### src/rtl/pipe_wb_stage.sv
// MEM/WB writeback register with valid/ready handshake, synchronous flush,
// an optional 2-entry skid buffer and a saturating backpressure counter.
module pipe_wb_stage #(
    parameter int DATA_W = 32,
    parameter int WR_W   = 5,
    parameter int PC_W   = 32,
    parameter int SKID   = 1
) (
    input  logic              clk,
    input  logic              rst,
    input  logic              flush,
    input  logic              in_valid,
    output logic              in_ready,
    input  logic              in_we,
    input  logic [DATA_W-1:0] in_wd,
    input  logic [WR_W-1:0]   in_wr,
    input  logic [PC_W-1:0]   in_pc,
    output logic              out_valid,
    input  logic              out_ready,
    output logic              out_we,
    output logic [DATA_W-1:0] out_wd,
    output logic [WR_W-1:0]   out_wr,
    output logic [PC_W-1:0]   out_pc,
    output logic [31:0]       stall_cycles
);

    localparam bit USE_SKID = (SKID != 0);

    typedef struct packed {
        logic              we;
        logic [DATA_W-1:0] wd;
        logic [WR_W-1:0]   wr;
        logic [PC_W-1:0]   pc;
    } entry_t;

    typedef enum logic [1:0] {
        EMPTY = 2'd0,
        ONE   = 2'd1,
        TWO   = 2'd2
    } occ_e;

    occ_e        state_q, state_d;
    entry_t      main_q, main_d;
    entry_t      skid_q, skid_d;
    entry_t      in_entry;
    logic        ready_q, ready_d;
    logic [31:0] cnt_q, cnt_d;
    logic        in_xfer, out_xfer;

    assign in_entry  = {in_we, in_wd, in_wr, in_pc};
    assign out_valid = (state_q != EMPTY);

    // With the skid buffer, ready comes straight from a flop so the upstream
    // path is cut; without it, ready looks through to the sink.
    assign in_ready  = USE_SKID ? ready_q : (out_ready | ~out_valid);
    assign in_xfer   = in_valid & in_ready;
    assign out_xfer  = out_valid & out_ready;

    assign out_we       = main_q.we & out_valid;
    assign out_wd       = main_q.wd;
    assign out_wr       = main_q.wr;
    assign out_pc       = main_q.pc;
    assign stall_cycles = cnt_q;

    always_comb begin
        // NOTE: every output of this block gets a default first, so no path
        // through the case leaves a signal unassigned and no latch is inferred.
        state_d = state_q;
        main_d  = main_q;
        skid_d  = skid_q;
        if (flush) begin
            state_d = EMPTY;
        end else begin
            case (state_q)
                EMPTY: begin
                    if (in_xfer) begin
                        main_d  = in_entry;
                        state_d = ONE;
                    end
                end
                ONE: begin
                    if (in_xfer && out_xfer) begin
                        main_d = in_entry;
                    end else if (in_xfer) begin
                        if (USE_SKID) begin
                            skid_d  = in_entry;
                            state_d = TWO;
                        end else begin
                            main_d = in_entry;
                        end
                    end else if (out_xfer) begin
                        state_d = EMPTY;
                    end
                end
                TWO: begin
                    if (out_xfer) begin
                        main_d  = skid_q;
                        state_d = ONE;
                    end
                end
                default: state_d = EMPTY;
            endcase
        end
    end

    // Skid slot is occupied exactly in TWO; ready is its registered inverse.
    assign ready_d = (state_d != TWO);
    assign cnt_d   = (out_valid && !out_ready && (cnt_q != 32'hFFFF_FFFF))
                   ? cnt_q + 32'd1 : cnt_q;

    always_ff @(posedge clk) begin
        if (rst) begin
            // NOTE: payload registers are reset too because out_wd/out_wr/out_pc
            // must read zero after reset, not just be ignored while invalid.
            state_q <= EMPTY;
            main_q  <= '0;
            skid_q  <= '0;
            ready_q <= 1'b1;
            cnt_q   <= '0;
        end else begin
            // NOTE: non-blocking assignments so all registers update together
            // from the values sampled before the edge.
            state_q <= state_d;
            main_q  <= main_d;
            skid_q  <= skid_d;
            ready_q <= ready_d;
            cnt_q   <= cnt_d;
        end
    end

endmodule
### config.mk
export PLATFORM = sky130hd
export DESIGN_NAME = pipe_wb_stage
export DESIGN_NICKNAME = d
export VERILOG_FILES = /design/src/rtl/pipe_wb_stage.sv
export SDC_FILE = /design/constraint.sdc
export NUM_CORES = 1
export LEC_CHECK = 0
export ABC_AREA = 0
export BUFFER_PORTS_ARGS = -buffer_cell sky130_fd_sc_hd__clkbuf_2
export CAP_MARGIN = 20
export CORE_MARGIN = 2
export CORE_UTILIZATION = 30
export CTS_BUF_LIST = sky130_fd_sc_hd__clkbuf_8
export DETAILED_ROUTE_END_ITERATION = 8
export GPL_ROUTABILITY_DRIVEN = 0
export SYNTH_ARGS = -nofsm -noshare
export SYNTH_HDL_FRONTEND = slang
export SYNTH_SLANG_ARGS = --single-unit
### constraint.sdc
create_clock -name clk -period 2.8 [get_ports clk]
set_clock_uncertainty 0.2 [all_clocks]
set_input_delay 0.14 -clock clk [delete_from_list [all_inputs] [get_ports clk]]
set_output_delay 0.14 -clock clk [all_outputs]
set_load 0.02 [all_outputs]
* Word-level counts from Yosys, hierarchy flattened
Cells that the tools add are included.
** Cells by class
- Add/subtract/negate cells :: 1
- Eq/ne operators :: 7
- Mux-type cells :: 11
- Bitwise gates (word level) :: 5
- Reductions and logical operators :: 9
** Operator list (number)
- 2-to-1 mux 70 bit :: 3
- one-hot mux 70 bit (3 select lines) :: 1
- adder 32 x 1 -> 32 bit, second input constant :: 1
- != test 32 bit, second input constant :: 1
- 2-to-1 mux 2 bit :: 6
- != test 2 bit, second input constant :: 4
- one-hot mux 2 bit (3 select lines) :: 1
- AND reduction 5 bit :: 1
- AND reduction 4 bit :: 1
- AND 1 bit :: 3
- logical AND 1 bit :: 3
- nonzero test 3 bit :: 1
- equality test 2 x 1 -> 1 bit, second input constant :: 1
- equality test 2 bit, second input constant :: 1
- logical NOT 2 bit :: 1
- inverter 1 bit :: 2
- nonzero test 2 bit :: 1
- logical NOT 1 bit :: 1
** Word-level totals
- Register bits after elaboration :: 175
- Output and inout bits :: 104
- Logic and storage cells :: 44

* Longest topological paths before layout
- Word-level depth :: 8
- Gate-level depth with buffers :: 8

* Worst setup path before layout
Ideal clock, no wire load.
- Path kind :: register to register
- Start :: register cnt_q[3], in the netlist stall_cycles[3]
- End :: register cnt_q[29], in the netlist stall_cycles[29]
- Arrival time :: 2005 ps
- Required time :: 2530 ps
- Path slack :: 524 ps
- Cell stages (with the launch flop) :: 7
- Path buffers :: 1
- Clock period less this slack :: 2276 ps
- Cells stage by stage :: dfxtp_1 -> and4_1 -> buf_6 -> nand4_4 -> or3_4 -> or4_1 -> a21oi_1
** On the way
- Cells in the longest elaborated chain, start to end :: 2
** RTL lines
- start, declared :: line 47 : logic [31:0] cnt_q, cnt_d;
- start signal, assigned :: line 127 : cnt_q <= cnt_d;
- branches (longest 2 deep; another with adder 32 x 1 -> 32 bit)
Several ways; the timed one is not identified.
A chain may end at the register's enable or synchronous reset.

* Worst setup path after layout
- Start :: register cnt_q[3], in the netlist stall_cycles[3]
- End :: register cnt_q[18], in the netlist stall_cycles[18]
Same word-level chain as after synthesis.

==> results.sh <==
export IMPL_run_status="complete, no violations"
export IMPL_cts_tree="done"
export IMPL_synth_top_area_cell="dfxtp_1"
export IMPL_drtPass1Iterations=4
export IMPL_fmax_mhz=395
export IMPL_worst_setup_path_end_kind="flip-flop"
export IMPL_grtUsageTotal_pct=15.6
export IMPL_grt_pass1_wl_um=33600
export IMPL_wl_per_cell_um=14.3
export IMPL_remaining_drc_errors=0
export IMPL_post_route_period_util_pct=90.3
export IMPL_vdd_drop_max_mv=0.271
export IMPL_die_area_um2=27000
export IMPL_synth_nets=1055
export IMPL_whs_endpoint="skid_q[59]"
export IMPL_critPathRequiredTime_ns=2.98
export IMPL_yosysMostFrequentCell="nand2_1"
export IMPL_viasPerCell=4.73
export IMPL_crit_type="flip-flop to flip-flop"
export IMPL_rrSetupSlack_ns=0.27
export IMPL_htreeDepth=4
export IMPL_wl_um=21000
export IMPL_chipWidth_um=164
export IMPL_n_fill_cell=2596
export IMPL_yosysWarnings=0
export IMPL_fin_nets=1206
export IMPL_yosysUniqueCellTypes=50
export IMPL_crit_arrival_ns=2.71
export IMPL_hold_worst_slack_ns=0.257
export IMPL_syn_avg_cell_area_um2=7.87
export IMPL_dp_hpwl_um=12900
export IMPL_clock_root_buffer="clkbuf_8"
export IMPL_antenna_found_initial=0
export IMPL_dieHeight_um=164
export IMPL_postCtsSetupRepairBufs=0
export IMPL_io_buffers=178
export IMPL_numClockSinks=175
export IMPL_maxSlewHeadroom_pct=39.6
export IMPL_finalSetupViolCount=0
export IMPL_drive_above_1_share_pct=21.4
export IMPL_start_util_pct=30.6
export IMPL_rr_endpoint="stall_cycles[18]"
export IMPL_synth_seq_cells=175
export IMPL_grt_pass1_vias=6450
export IMPL_drv_slew=0
export IMPL_synth_flop_cell="dfxtp_1"
export IMPL_num_rows=58
export IMPL_async_reset_ff_share_pct=0
export IMPL_power_density_nw_per_um2=530
export IMPL_synthToLayoutAreaGrowth_pct=24.8
export IMPL_worstReg2RegStart="stall_cycles[3]"
export IMPL_cts_buffers=17
export IMPL_overflow=0
export IMPL_synth_area_um2=7700
export IMPL_ioPinCount=179
export IMPL_hold_violations=0
export IMPL_syn_inst=979
export IMPL_clkLatencyLatePin_ns=0.45
export IMPL_clk_pin_slew_ns=0.10
export IMPL_timing_hold_worst_start="skid_q[59]"
export IMPL_antenna_left=0
export IMPL_synth_edf_count=0
export IMPL_holdPathStages=2
export IMPL_grt_start_max_net_pins=101
export IMPL_synthTopCellsByArea="dfxtp_1 45%, nand2_1 14%, a311oi_1 8.1%"
export IMPL_drv_cap=0
export IMPL_worstPathMaxFanout=13
export IMPL_fp_coreArea_um2=25200
export IMPL_initialDrtViolationCount=494
export IMPL_clock_path_buffers=2
export IMPL_ys_seq_area_share_pct=45.5
export IMPL_yosys_top_cells_count="296 x nand2_1, 175 x dfxtp_1, 93 x a21oi_1"
export IMPL_ff2ff_path_depth=5
export IMPL_cp_start_kind="flip-flop"
export IMPL_period_needed_ns=2.53
export IMPL_rsz0062_at_grt="no"
export IMPL_num_vias=6973
export IMPL_min_path_type="flip-flop to flip-flop"
export IMPL_finalSetupTns_ns=0
export IMPL_worst_slew_pin_slew_ns=0.902
export IMPL_p_leak_nw=3.74
export IMPL_synth_top_area_share_pct=45.5
==> worst max-delay path, cell delays in order, from the launching register on <==
cell	delay, ns
dfxtp_1	0.44
and4_1	0.40
and4_2	0.35
o211ai_1	0.38
or4_1	0.53
a21oi_1	0.15
==> final cells by class <==
class	instances	area (um2)	area share, %
Sequential cell	175	3500	36.5
Multi-Input combinational cell	662	3410	35.5
Timing Repair Buffer	270	1840	19.2
Tap cell	330	413	4.30
Clock buffer	17	234	2.43
Clock inverter	15	185	1.93
Inverter	4	15.0	0.156
Antenna cell	1	2.50	0.0260
==> sequential cells by signal, indices dropped and copies added (netlist names) <==
register      flops
stall_cycles     32
out_wr            5
skid_q           70
main_q            1
out_wd           32
in_ready          1
out_pc           32
state_q           2
==> cell families (layout without fill, tap and decap cells) <==
group	Yosys count	count (layout)	synth area share (%)
AOI/OAI and AO/OA	195	195	17.1
xor gates and xnor gates	6	6	0.682
adders and majority gates	1	1	0.162
buffers and inverters	142	306	10.5
DFF	175	175	45.5
muxes	4	4	0.569
other	0	1	0
and+or+nand+nor	456	456	25.5
==> power by group <==
group          internal [W]  leakage, nW  total, W  switching [W]
registers           0.00257         1.42   0.00261      0.0000449
clock network      0.000902        0.212   0.00191        0.00101
logic              0.000240         2.11  0.000565       0.000325
==> stage by stage <==
step / instance area (um2) / utilization (%) / std cells / setup slack [ns] / power, W
floorplan: 7700 / - / 979 / 0.524 / 0.00305
global placement: 8420 / 33.4 / 1364 / 0.374 / 0.00315
detailed placement: 8420 / 33.4 / 1364 / 0.321 / 0.00316
CTS: 9610 / 38.2 / 1473 / 0.284 / 0.00520
global route: 9610 / 38.2 / 1473 / 0.0622 / 0.00535
finish: 9610 / 38.2 / 1474 / 0.271 / 0.00509
==> repair_timing <==
action | CTS | global route
gates resized for setup | 0 | 0
hold buffers | 77 | 0
hold endpoints to repair | 153 | 0
==> routing by layer <==
metal | global-route usage [%] | part of all wire, % | vias to the layer above
met3 | 3.28 | 4.6 | 21
li1 | - | - | 3593
met4 | 5.38 | 1.5 | 0
met5 | 0 | 0 | -
met1 | 20.1 | 47 | 3194
met2 | 25.8 | 47 | 165
==> placed cells by master (no fill, tap or decap), types with 4 or more instances in the layout <==
| cell | instances |
|---|---|
| o31ai_1 | 9 |
| nor2_1 | 86 |
| dfxtp_1 | 175 |
| or3_1 | 7 |
| clkbuf_2 | 177 |
| buf_4 | 10 |
| or4_1 | 11 |
| and3_1 | 4 |
| nand2_1 | 295 |
| a21oi_1 | 93 |
| o21ai_0 | 9 |
| a311oi_1 | 71 |
| inv_1 | 5 |
| clkbuf_8 | 17 |
| nand3_1 | 10 |
| and4_1 | 5 |
| xnor2_1 | 6 |
| nand4_1 | 10 |
| buf_12 | 5 |
| inv_6 | 4 |
| dlygate4sd3_1 | 77 |
==> worst max-delay path by stage <==
stage                                  end  cells past startpoint  slack [ns]            start
after global placement    stall_cycles[18]                      5        0.37  stall_cycles[3]
after global routing      stall_cycles[18]                      5        0.06  stall_cycles[3]
after floorplan           stall_cycles[29]                      6        0.52  stall_cycles[3]
after CTS                 stall_cycles[18]                      5        0.28  stall_cycles[3]
final                     stall_cycles[18]                      5        0.27  stall_cycles[3]
after detailed placement  stall_cycles[18]                      5        0.32  stall_cycles[3]
Power figures use the tool's default switching activity.
